**src/rtl/param_stack.sv**
```systemverilog
// Parametrised LIFO with a registered top-of-stack, occupancy count, replace-top on
// simultaneous push+pop, sticky overflow/underflow flags and a synchronous clear.
module param_stack #(
  parameter int unsigned DATA_WIDTH = 8,
  parameter int unsigned DEPTH      = 16,
  parameter int unsigned AF_THRESH  = DEPTH - 2,
  parameter int unsigned AE_THRESH  = 1,
  localparam int unsigned CNT_W     = f_clog2(DEPTH + 1)
) (
  input  logic                  CLK,
  input  logic                  RST,
  input  logic                  CLEAR,
  input  logic                  PUSH,
  input  logic                  POP,
  input  logic [DATA_WIDTH-1:0] DATA_IN,
  output logic [DATA_WIDTH-1:0] TOP,
  output logic [CNT_W-1:0]      COUNT,
  output logic                  FULL,
  output logic                  EMPTY,
  output logic                  ALMOST_FULL,
  output logic                  ALMOST_EMPTY,
  output logic                  OVERFLOW,
  output logic                  UNDERFLOW
);

  function automatic int unsigned f_clog2(input int unsigned value);
    int unsigned res;
    res = 0;
    for (int unsigned v = value - 1; v > 0; v = v >> 1) begin
      res = res + 1;
    end
    return res;
  endfunction

  localparam int unsigned     PTR_W   = f_clog2(DEPTH);
  localparam logic [CNT_W-1:0] L_DEPTH = CNT_W'(DEPTH);
  localparam logic [CNT_W-1:0] L_AF    = CNT_W'(AF_THRESH);
  localparam logic [CNT_W-1:0] L_AE    = CNT_W'(AE_THRESH);
  localparam logic [CNT_W-1:0] L_ONE   = CNT_W'(1);
  localparam logic [CNT_W-1:0] L_TWO   = CNT_W'(2);

  logic [DATA_WIDTH-1:0] r_mem [DEPTH];
  logic [DATA_WIDTH-1:0] r_top;
  logic [CNT_W-1:0]      r_count;
  logic                  r_full;
  logic                  r_empty;
  logic                  r_af;
  logic                  r_ae;
  logic                  r_ovf;
  logic                  r_udf;

  logic [DATA_WIDTH-1:0] w_top_d;
  logic [CNT_W-1:0]      w_count_d;
  logic                  w_ovf_d;
  logic                  w_udf_d;
  logic                  w_wr_en;
  logic [PTR_W-1:0]      w_wr_idx;
  logic [PTR_W-1:0]      w_rd_idx;

  // Entry just below the current top; only consulted when at least two entries exist.
  assign w_rd_idx = PTR_W'(r_count - L_TWO);

  always_comb begin
    w_top_d   = r_top;
    w_count_d = r_count;
    w_ovf_d   = r_ovf;
    w_udf_d   = r_udf;
    w_wr_en   = 1'b0;
    w_wr_idx  = PTR_W'(r_count);
    if (CLEAR) begin
      w_top_d   = '0;
      w_count_d = '0;
      w_ovf_d   = 1'b0;
      w_udf_d   = 1'b0;
    end else if (PUSH && POP) begin
      w_wr_en = 1'b1;
      w_top_d = DATA_IN;
      if (r_empty) begin
        // Pop on an empty stack is ignored; the push goes ahead.
        w_wr_idx  = '0;
        w_count_d = L_ONE;
      end else begin
        w_wr_idx = PTR_W'(r_count - L_ONE);
      end
    end else if (PUSH) begin
      if (r_full) begin
        w_ovf_d = 1'b1;
      end else begin
        w_wr_en   = 1'b1;
        w_wr_idx  = PTR_W'(r_count);
        w_count_d = r_count + L_ONE;
        w_top_d   = DATA_IN;
      end
    end else if (POP) begin
      if (r_empty) begin
        w_udf_d = 1'b1;
      end else if (r_count == L_ONE) begin
        w_count_d = '0;
        w_top_d   = '0;
      end else begin
        w_count_d = r_count - L_ONE;
        w_top_d   = r_mem[w_rd_idx];
      end
    end
  end

  always_ff @(posedge CLK) begin
    if (RST) begin
      r_top   <= '0;
      r_count <= '0;
      r_full  <= 1'b0;
      r_empty <= 1'b1;
      r_af    <= (AF_THRESH == 0);
      r_ae    <= 1'b1;
      r_ovf   <= 1'b0;
      r_udf   <= 1'b0;
    end else begin
      r_top   <= w_top_d;
      r_count <= w_count_d;
      r_full  <= (w_count_d == L_DEPTH);
      r_empty <= (w_count_d == '0);
      r_af    <= (w_count_d >= L_AF);
      r_ae    <= (w_count_d <= L_AE);
      r_ovf   <= w_ovf_d;
      r_udf   <= w_udf_d;
    end
  end

  // Storage is deliberately not reset; a reset cycle simply suppresses the write.
  always_ff @(posedge CLK) begin
    if (!RST && w_wr_en) begin
      r_mem[w_wr_idx] <= DATA_IN;
    end
  end

  assign TOP          = r_top;
  assign COUNT        = r_count;
  assign FULL         = r_full;
  assign EMPTY        = r_empty;
  assign ALMOST_FULL  = r_af;
  assign ALMOST_EMPTY = r_ae;
  assign OVERFLOW     = r_ovf;
  assign UNDERFLOW    = r_udf;

endmodule

```
**config.mk**
```make
export PLATFORM = sky130hd
export DESIGN_NAME = param_stack
export DESIGN_NICKNAME = d
export VERILOG_FILES = /design/src/rtl/param_stack.sv
export SDC_FILE = /design/constraint.sdc
export NUM_CORES = 1
export LEC_CHECK = 0
export ABC_AREA = 1
export CAP_MARGIN = 20
export CORE_MARGIN = 2
export CORE_UTILIZATION = 54
export DETAILED_ROUTE_END_ITERATION = 6
export PLACE_DENSITY_LB_ADDON = 0.12
export SYNTH_ARGS = -nofsm -noshare
export SYNTH_HDL_FRONTEND = slang
export SYNTH_SLANG_ARGS = --single-unit
```
**constraint.sdc**
```tcl
create_clock -name CLK -period 2.31 [get_ports CLK]
set_clock_uncertainty 0.1 [all_clocks]
set_input_delay 0.462 -clock CLK [delete_from_list [all_inputs] [get_ports CLK]]
set_output_delay 0.462 -clock CLK [all_outputs]
set_load 0.05 [all_outputs]
```
==> flow_summary.yaml, run 1 <==
hold_path:
  holdCritPathClass: "reg2reg"
  min_path_cells: 2
  holdPathEnd: "OVERFLOW"
  worstHoldStart: "OVERFLOW"
critical_path:
  r2r_setup_slack_ns: 0.17
  cp-end-kind: "flop"
  arrival_ns: 2.14
  reg2reg_depth: 10
  timing.rr.end: "r_mem[7][2]"
  startpoint_type: "flop"
  r2r-start: "COUNT[1]"
  critPathKind: "reg2reg"
  cp_max_fo: 8
  worst_ep_required_time_ns: 2.31
place:
  place_inst: 802
  port_buffers: 31
  placed_area_sq_um: 7239
  hpwl_um: 10500
  gp_congestion: 0.9935
floorplanning:
  ios: 32
  rows: 39
  core-area_sq_um: 11560
  die_h_um: 113.4
  die-area_sq_um: 12850
  die_x_um: 113.4
  start_util_pct: 55.86
drt:
  drt_iter0_markers: 510
  ant_nets: 0
  drc: 0
  drt_wl_total_um: 16240
  wl_per_cell_um: 19.47
  route.vias.total: 4825
  dr.pass1.iters: 5
  viasPerCell: 5.785
layout:
  utilization_pct: 68.05
  drive_gt1_share_pct: 17.95
  fin_cells: 834
  fin_nets: 697
  design_area_sq_um: 7870
  antenna_cells: 0
  syn2layout_area_growth_pct: 21.83
clocking:
  post_cts_buffers: 0
  clk-insertion-delay-late_ns: 0.43
  cts_buffers: 17
  clockBufferDepth: 2
  cts_tree: "done"
  path_clk_slew_ns: 0.06
  htree_num_levels: 4
  clock-sinks: 147
  cts_root_buf: "clkbuf_16"
timing:
  period_needed_ns: 2.139
  slew_headroom_pct: 58.69
  fin_crit_sh_pct: 92.61
  max_freq_mhz: 467.5
  setup_viol: 0
  worstMarginPinSlew_ns: 0.6197
  slew_violations: 0
  rsz0062_at_grt: "false"
  finalHoldViolCount: 0
pwr:
  power.total_mw: 6.500
  vdd_drop_max_v: 0.0006350
  power.density_nw_per_um2: 825.9
  power.leakage_nw: 2.890
grt:
  grt_util_met3_pct: 6.057
  globalRoute.totalOverflow: 0
  grt_max_degree: 66
  antenna_found_initial: 0
  track_usage_pct: 26.60
  grt_pass1_vias: 4779
  grt_use_met2_pct: 43.43
  gr-usage-met1_pct: 34.00
  busiest_layer: "met2"
  grt_pass1_wl_um: 25010
logic_synthesis:
  yosysSeqAreaShare_pct: 65.39
  ys_ff_latch: 147
  syn-cell-area_sq_um: 6460
  yosysUniqueCellTypes: 29
  avgSynthCellArea_sq_um: 10.39
  synthesis.nets: 641
  yosys_warnings: 0
  netlist_instances: 622
run_status:
  status: "finished clean"
job:
  cap_viol_max_count: 0
-- synth_stat cells, drive strengths merged --
master | count | area (sq um)
a211oi | 1 | 12.51
a21oi | 30 | 157.7
a31oi | 1 | 6.260
buf | 23 | 171.4
clkbuf | 8 | 32.53
dfxtp | 19 | 380.4
edfxtp | 128 | 3844
ha | 6 | 75.07
inv | 37 | 138.9
nand2 | 65 | 256.5
nand3 | 56 | 285.3
nand4 | 1 | 6.260
nor2 | 156 | 610.6
o211ai | 8 | 60.06
o21ai | 82 | 414.2
xor2 | 1 | 8.760
-- power by group --
| part | internal, mW | leakage [nW] | total, mW | switching (mW) |
|---|---|---|---|---|
| combinational | 0.214 | 1.28 | 0.679 | 0.466 |
| clock | 1.81 | 0.300 | 2.89 | 1.08 |
| sequential | 2.91 | 1.31 | 2.93 | 0.0150 |
-- layout by cell type (no fill, tap or decap), drive strengths merged --
| cell type | netlist | final |
|---|---|---|
| buf | 23 | 42 |
| a31oi | 1 | 1 |
| dlygate4sd2 | 0 | 1 |
| nand4 | 1 | 1 |
| nand2 | 65 | 65 |
| a211oi | 1 | 1 |
| dfxtp | 19 | 19 |
| edfxtp | 128 | 128 |
| xor2 | 1 | 1 |
| clkdlybuf4s50 | 0 | 24 |
| a21oi | 30 | 30 |
| inv | 37 | 40 |
| clkinvlp | 0 | 2 |
| o211ai | 8 | 8 |
| ha | 6 | 6 |
| clkbuf | 8 | 17 |
| dlymetal6s2s | 0 | 1 |
| clkinv | 0 | 6 |
| nand3 | 56 | 56 |
| bufinv | 0 | 4 |
| o21ai | 82 | 82 |
| nor2 | 156 | 156 |
-- what timing repair did --
action | in CTS | in global routing
setup endpoints to repair | 1 | 9
endpoints found under the hold margin | 0 | 0
pin swaps | 0 | 1
hold buffers | 0 | 0
gates resized for setup | 1 | 1
-- metrics by stage --
step | TNS (ns) | hold slack (ns) | setup WS, ns
floorplan | 0 | 0.4214 | 0.002042
global placement | -14.56 | 0.3400 | -0.1425
detailed placement | -22.09 | 0.3424 | -0.2019
CTS | 0 | 0.3514 | 0.03500
global route | 0 | 0.3839 | 0.002062
finish | 0 | 0.3495 | 0.1707
-- layout make-up --
| cell class | count | area (sq um) |
|---|---|---|
| inverters | 37 | 138.9 |
| clock buffers | 17 | 425.4 |
| well taps | 143 | 178.9 |
| fillers | 859 | 3695 |
| multi-input cells | 407 | 2088 |
| flip-flops and latches | 147 | 4233 |
| repair buffers | 68 | 601.8 |
| clock inverters | 15 | 203.9 |
-- worst max path at each step --
| stage | startpoint | endpoint | slack [ns] | cells after the start |
|---|---|---|---|---|
| after floorplan | COUNT[0] | r_mem[13][0] | 0.002 | 9 |
| after global routing | COUNT[1] | r_mem[6][6] | 0.002 | 10 |
| after global placement | PUSH | r_mem[5][1] | -0.14 | 10 |
| final | COUNT[1] | r_mem[7][2] | 0.17 | 10 |
| after CTS | COUNT[4] | COUNT[4] | 0.03 | 1 |
| after detailed placement | PUSH | r_mem[5][6] | -0.20 | 10 |
-- metal layers --
layer / wire [um] / share of wire (%)
met1: 6511 / 40
met5: 0 / 0
met2: 8091 / 50
met4: 515 / 3.2
met3: 1123 / 6.9
-- flip-flops by register name, indices dropped and copies added (netlist names) --
signal	count
TOP	8
EMPTY	1
ALMOST_EMPTY	1
FULL	1
OVERFLOW	1
ALMOST_FULL	1
r_mem	128
COUNT	5
UNDERFLOW	1
-- cell families after synthesis --
group | count (synthesis) | share of synthesized area [%]
AND/OR/NAND/NOR | 278 | 17.94
flip-flops | 147 | 65.39
AO/OA/AOI/OAI | 122 | 10.07
buffers and inverters | 68 | 5.307
adder cells (fa/ha/maj) | 6 | 1.162
XOR/XNOR | 1 | 0.1356
-- worst max-delay path, stage by stage (launching register included) --
cell	delay, ns
dfxtp_4	0.34
inv_2	0.13
ha_1	0.23
nand2_1	0.06
inv_1	0.09
nand2_1	0.06
nand2_1	0.09
o21ai_1	0.08
o21ai_2	0.12
nand2_2	0.21
nor2_4	0.31
Note: power is estimated with default switching activity, not from simulation.
==> inputs of run 2 (changes only) <==
--- a/config.mk
+++ b/config.mk
@@ -9,5 +9,7 @@
 export CAP_MARGIN = 20
 export CORE_MARGIN = 2
-export CORE_UTILIZATION = 54
+export CORE_UTILIZATION = 55
+export CTS_BUF_LIST = sky130_fd_sc_hd__clkbuf_4 sky130_fd_sc_hd__clkbuf_8
+export CTS_CLUSTER_SIZE = 30
 export DETAILED_ROUTE_END_ITERATION = 6
 export PLACE_DENSITY_LB_ADDON = 0.12
==> constraint.sdc (replaced) <==
create_clock -name CLK -period 2.31 [get_ports CLK]
set_clock_uncertainty 0.1 [all_clocks]
set_input_delay 0.231 -clock CLK [delete_from_list [all_inputs] [get_ports CLK]]
set_output_delay 0.231 -clock CLK [all_outputs]
set_load 0.05 [all_outputs]
==> flow_summary.yaml, run 2 (synthesized netlist as in run 1, its figures left out) <==
job:
  cap_viol_max_count: 0
place:
  hpwl_um: 9999
  place_inst: 791
  port_buffers: 31
  gp_congestion: 0.9482
grt:
  grt_use_met2_pct: 41.69
  antenna_found_initial: 0
  grt_pass1_wl_um: 24270
  gr-usage-met1_pct: 35.09
  busiest_layer: "met2"
  grt_util_met3_pct: 5.832
  grt_pass1_vias: 4531
  globalRoute.totalOverflow: 0
  track_usage_pct: 25.91
  grt_max_degree: 66
layout:
  largest_reg_flops: 128
  largest-register: "r_mem"
  final_common_cell: "nor2_1"
  fin_nets: 686
  fin_cells: 823
  layout_common_cells: "nor2_1 (134), edfxtp_1 (128), o21ai_0 (68)"
  syn2layout_area_growth_pct: 17.49
  drive_gt1_share_pct: 16.18
  utilization_pct: 66.47
  antenna_cells: 0
hold_path:
  holdPathEnd: "OVERFLOW"
  min_path_cells: 2
  holdCritPathClass: "reg2reg"
  worstHoldStart: "OVERFLOW"
pwr:
  clock_power_share_pct: 37.6
  vdd_drop_max_v: 0.0007640
  pwr-share-comb_pct: 11.4
  power.leakage_nw: 2.735
  switching_share_pct: 24.99
  pwr-share-seq_pct: 51.0
  power.density_nw_per_um2: 756.8
  p_switching_mw: 1.435
  internal_power_mw: 4.308
critical_path:
  cp_top_family: "buffers and inverters"
  arrival_ns: 1.89
  path_buf_inv: 1
  startpoint_type: "flop"
  reg2reg_depth: 5
  cp-end-kind: "output pin"
  cp_max_fo: 8
  crit_chain: "clkdlybuf4s50_1"
  slowest_delay_ns: 0.88
  crit_start: "FULL"
  worst_ep_required_time_ns: 1.98
  critPathKind: "reg2out"
  r2r-start: "COUNT[1]"
  timing.rr.end: "r_mem[14][7]"
  r2r_setup_slack_ns: 0.21
  cp_slowest_cell: "clkdlybuf4s50_1"
run_status:
  status: "finished clean"
clocking:
  path_clk_slew_ns: 0.08
  cts_buffers: 17
  cts_hold_buf: 0
  cts_tree: "done"
  cts_root_buf: "clkbuf_8"
  post_cts_buffers: 0
  clk-insertion-delay-late_ns: 0.45
  htree_num_levels: 4
  clockBufferDepth: 2
  clock-sinks: 147
drt:
  wl_per_cell_um: 18.60
  route.vias.total: 4689
  viasPerCell: 5.697
  drc: 0
  drt_wl_total_um: 15310
  dr.pass1.iters: 5
  drt_iter0_markers: 542
  ant_nets: 0
floorplanning:
  start_util_pct: 56.57
  die_h_um: 112.4
  die-area_sq_um: 12630
  rows: 39
  core-area_sq_um: 11420
  ios: 32
  die_x_um: 112.4
timing:
  slew_violations: 0
  rsz0062_at_grt: "false"
  slew_headroom_pct: 64.83
  fin_crit_sh_pct: 96.22
  finalHoldViolCount: 0
  max_freq_mhz: 449.9
  setup_viol: 0
  period_needed_ns: 2.223
  worstMarginPinSlew_ns: 0.5269
[run 2: changes by cell type in the layout (fill, tap and decap cells not counted)]
cell             delta
clkbuf_8           +17
clkbuf_16          -17
clkdlybuf4s50_1     +3
clkinvlp_4          +1
inv_6               -1
dlygate4sd2_1       +1
clkinv_4            -3
buf_6               +1
buf_12              -1
clkinv_1            -1
clkbuf_4            +2
buf_4              -15
clkinv_2            +2
[run 2: final cells by class]
class                   instances  area, sq um
multi-input cells             407         2088
well taps                     143        178.9
clock buffers                  19        249.0
repair buffers                 57        519.2
inverters                      37        138.9
flip-flops and latches        147         4233
clock inverters                13        182.7
fillers                       867         3829
[run 2: worst max path at each step]
stage                              end  cells after the start
final                             FULL                      1
after global routing             EMPTY                     13
after CTS                        EMPTY                      2
after detailed placement   r_mem[0][7]                      9
after global placement     r_mem[0][0]                      9
after floorplan           r_mem[13][0]                      9
[run 2: through the flow]
step | area, sq um | power, mW | worst slack, ns | setup TNS (ns) | hold slack (ns)
2_1_floorplan | 6670 | 3.409 | 0.002042 | 0 | 0.1904
3_3_place_gp | 7154 | 3.631 | -0.01997 | -0.3865 | 0.3477
3_5_place_dp | 7154 | 3.636 | -0.09604 | -2.708 | 0.3548
4_1_cts | 7584 | 5.758 | 0.02073 | 0 | 0.3664
5_1_grt | 7590 | 5.941 | 0.0008755 | 0 | 0.3722
6_report | 7590 | 5.744 | 0.08735 | 0 | 0.3666
[run 2: what timing repair did]
item,in CTS,in global routing
gates resized for setup,2,2
setup endpoints to repair,2,33
pin swaps,0,0
[run 2: power groups by stage]
stage               clock network (mW)  registers, mW  logic (mW)
floorplan                            0           3.04       0.367
global placement                     0           2.99       0.643
detailed placement                   0           2.99       0.648
CTS                               2.18           2.93       0.651
global route                      2.29           2.93       0.715
finish                            2.16           2.93       0.655
[run 2: metal layers]
| layer | vias to the layer above | part of all wire [%] |
|---|---|---|
| li1 | 2233 | - |
| met1 | 2225 | 42 |
| met2 | 201 | 48 |
| met3 | 30 | 7.5 |
| met4 | 0 | 2.1 |
| met5 | - | 0 |
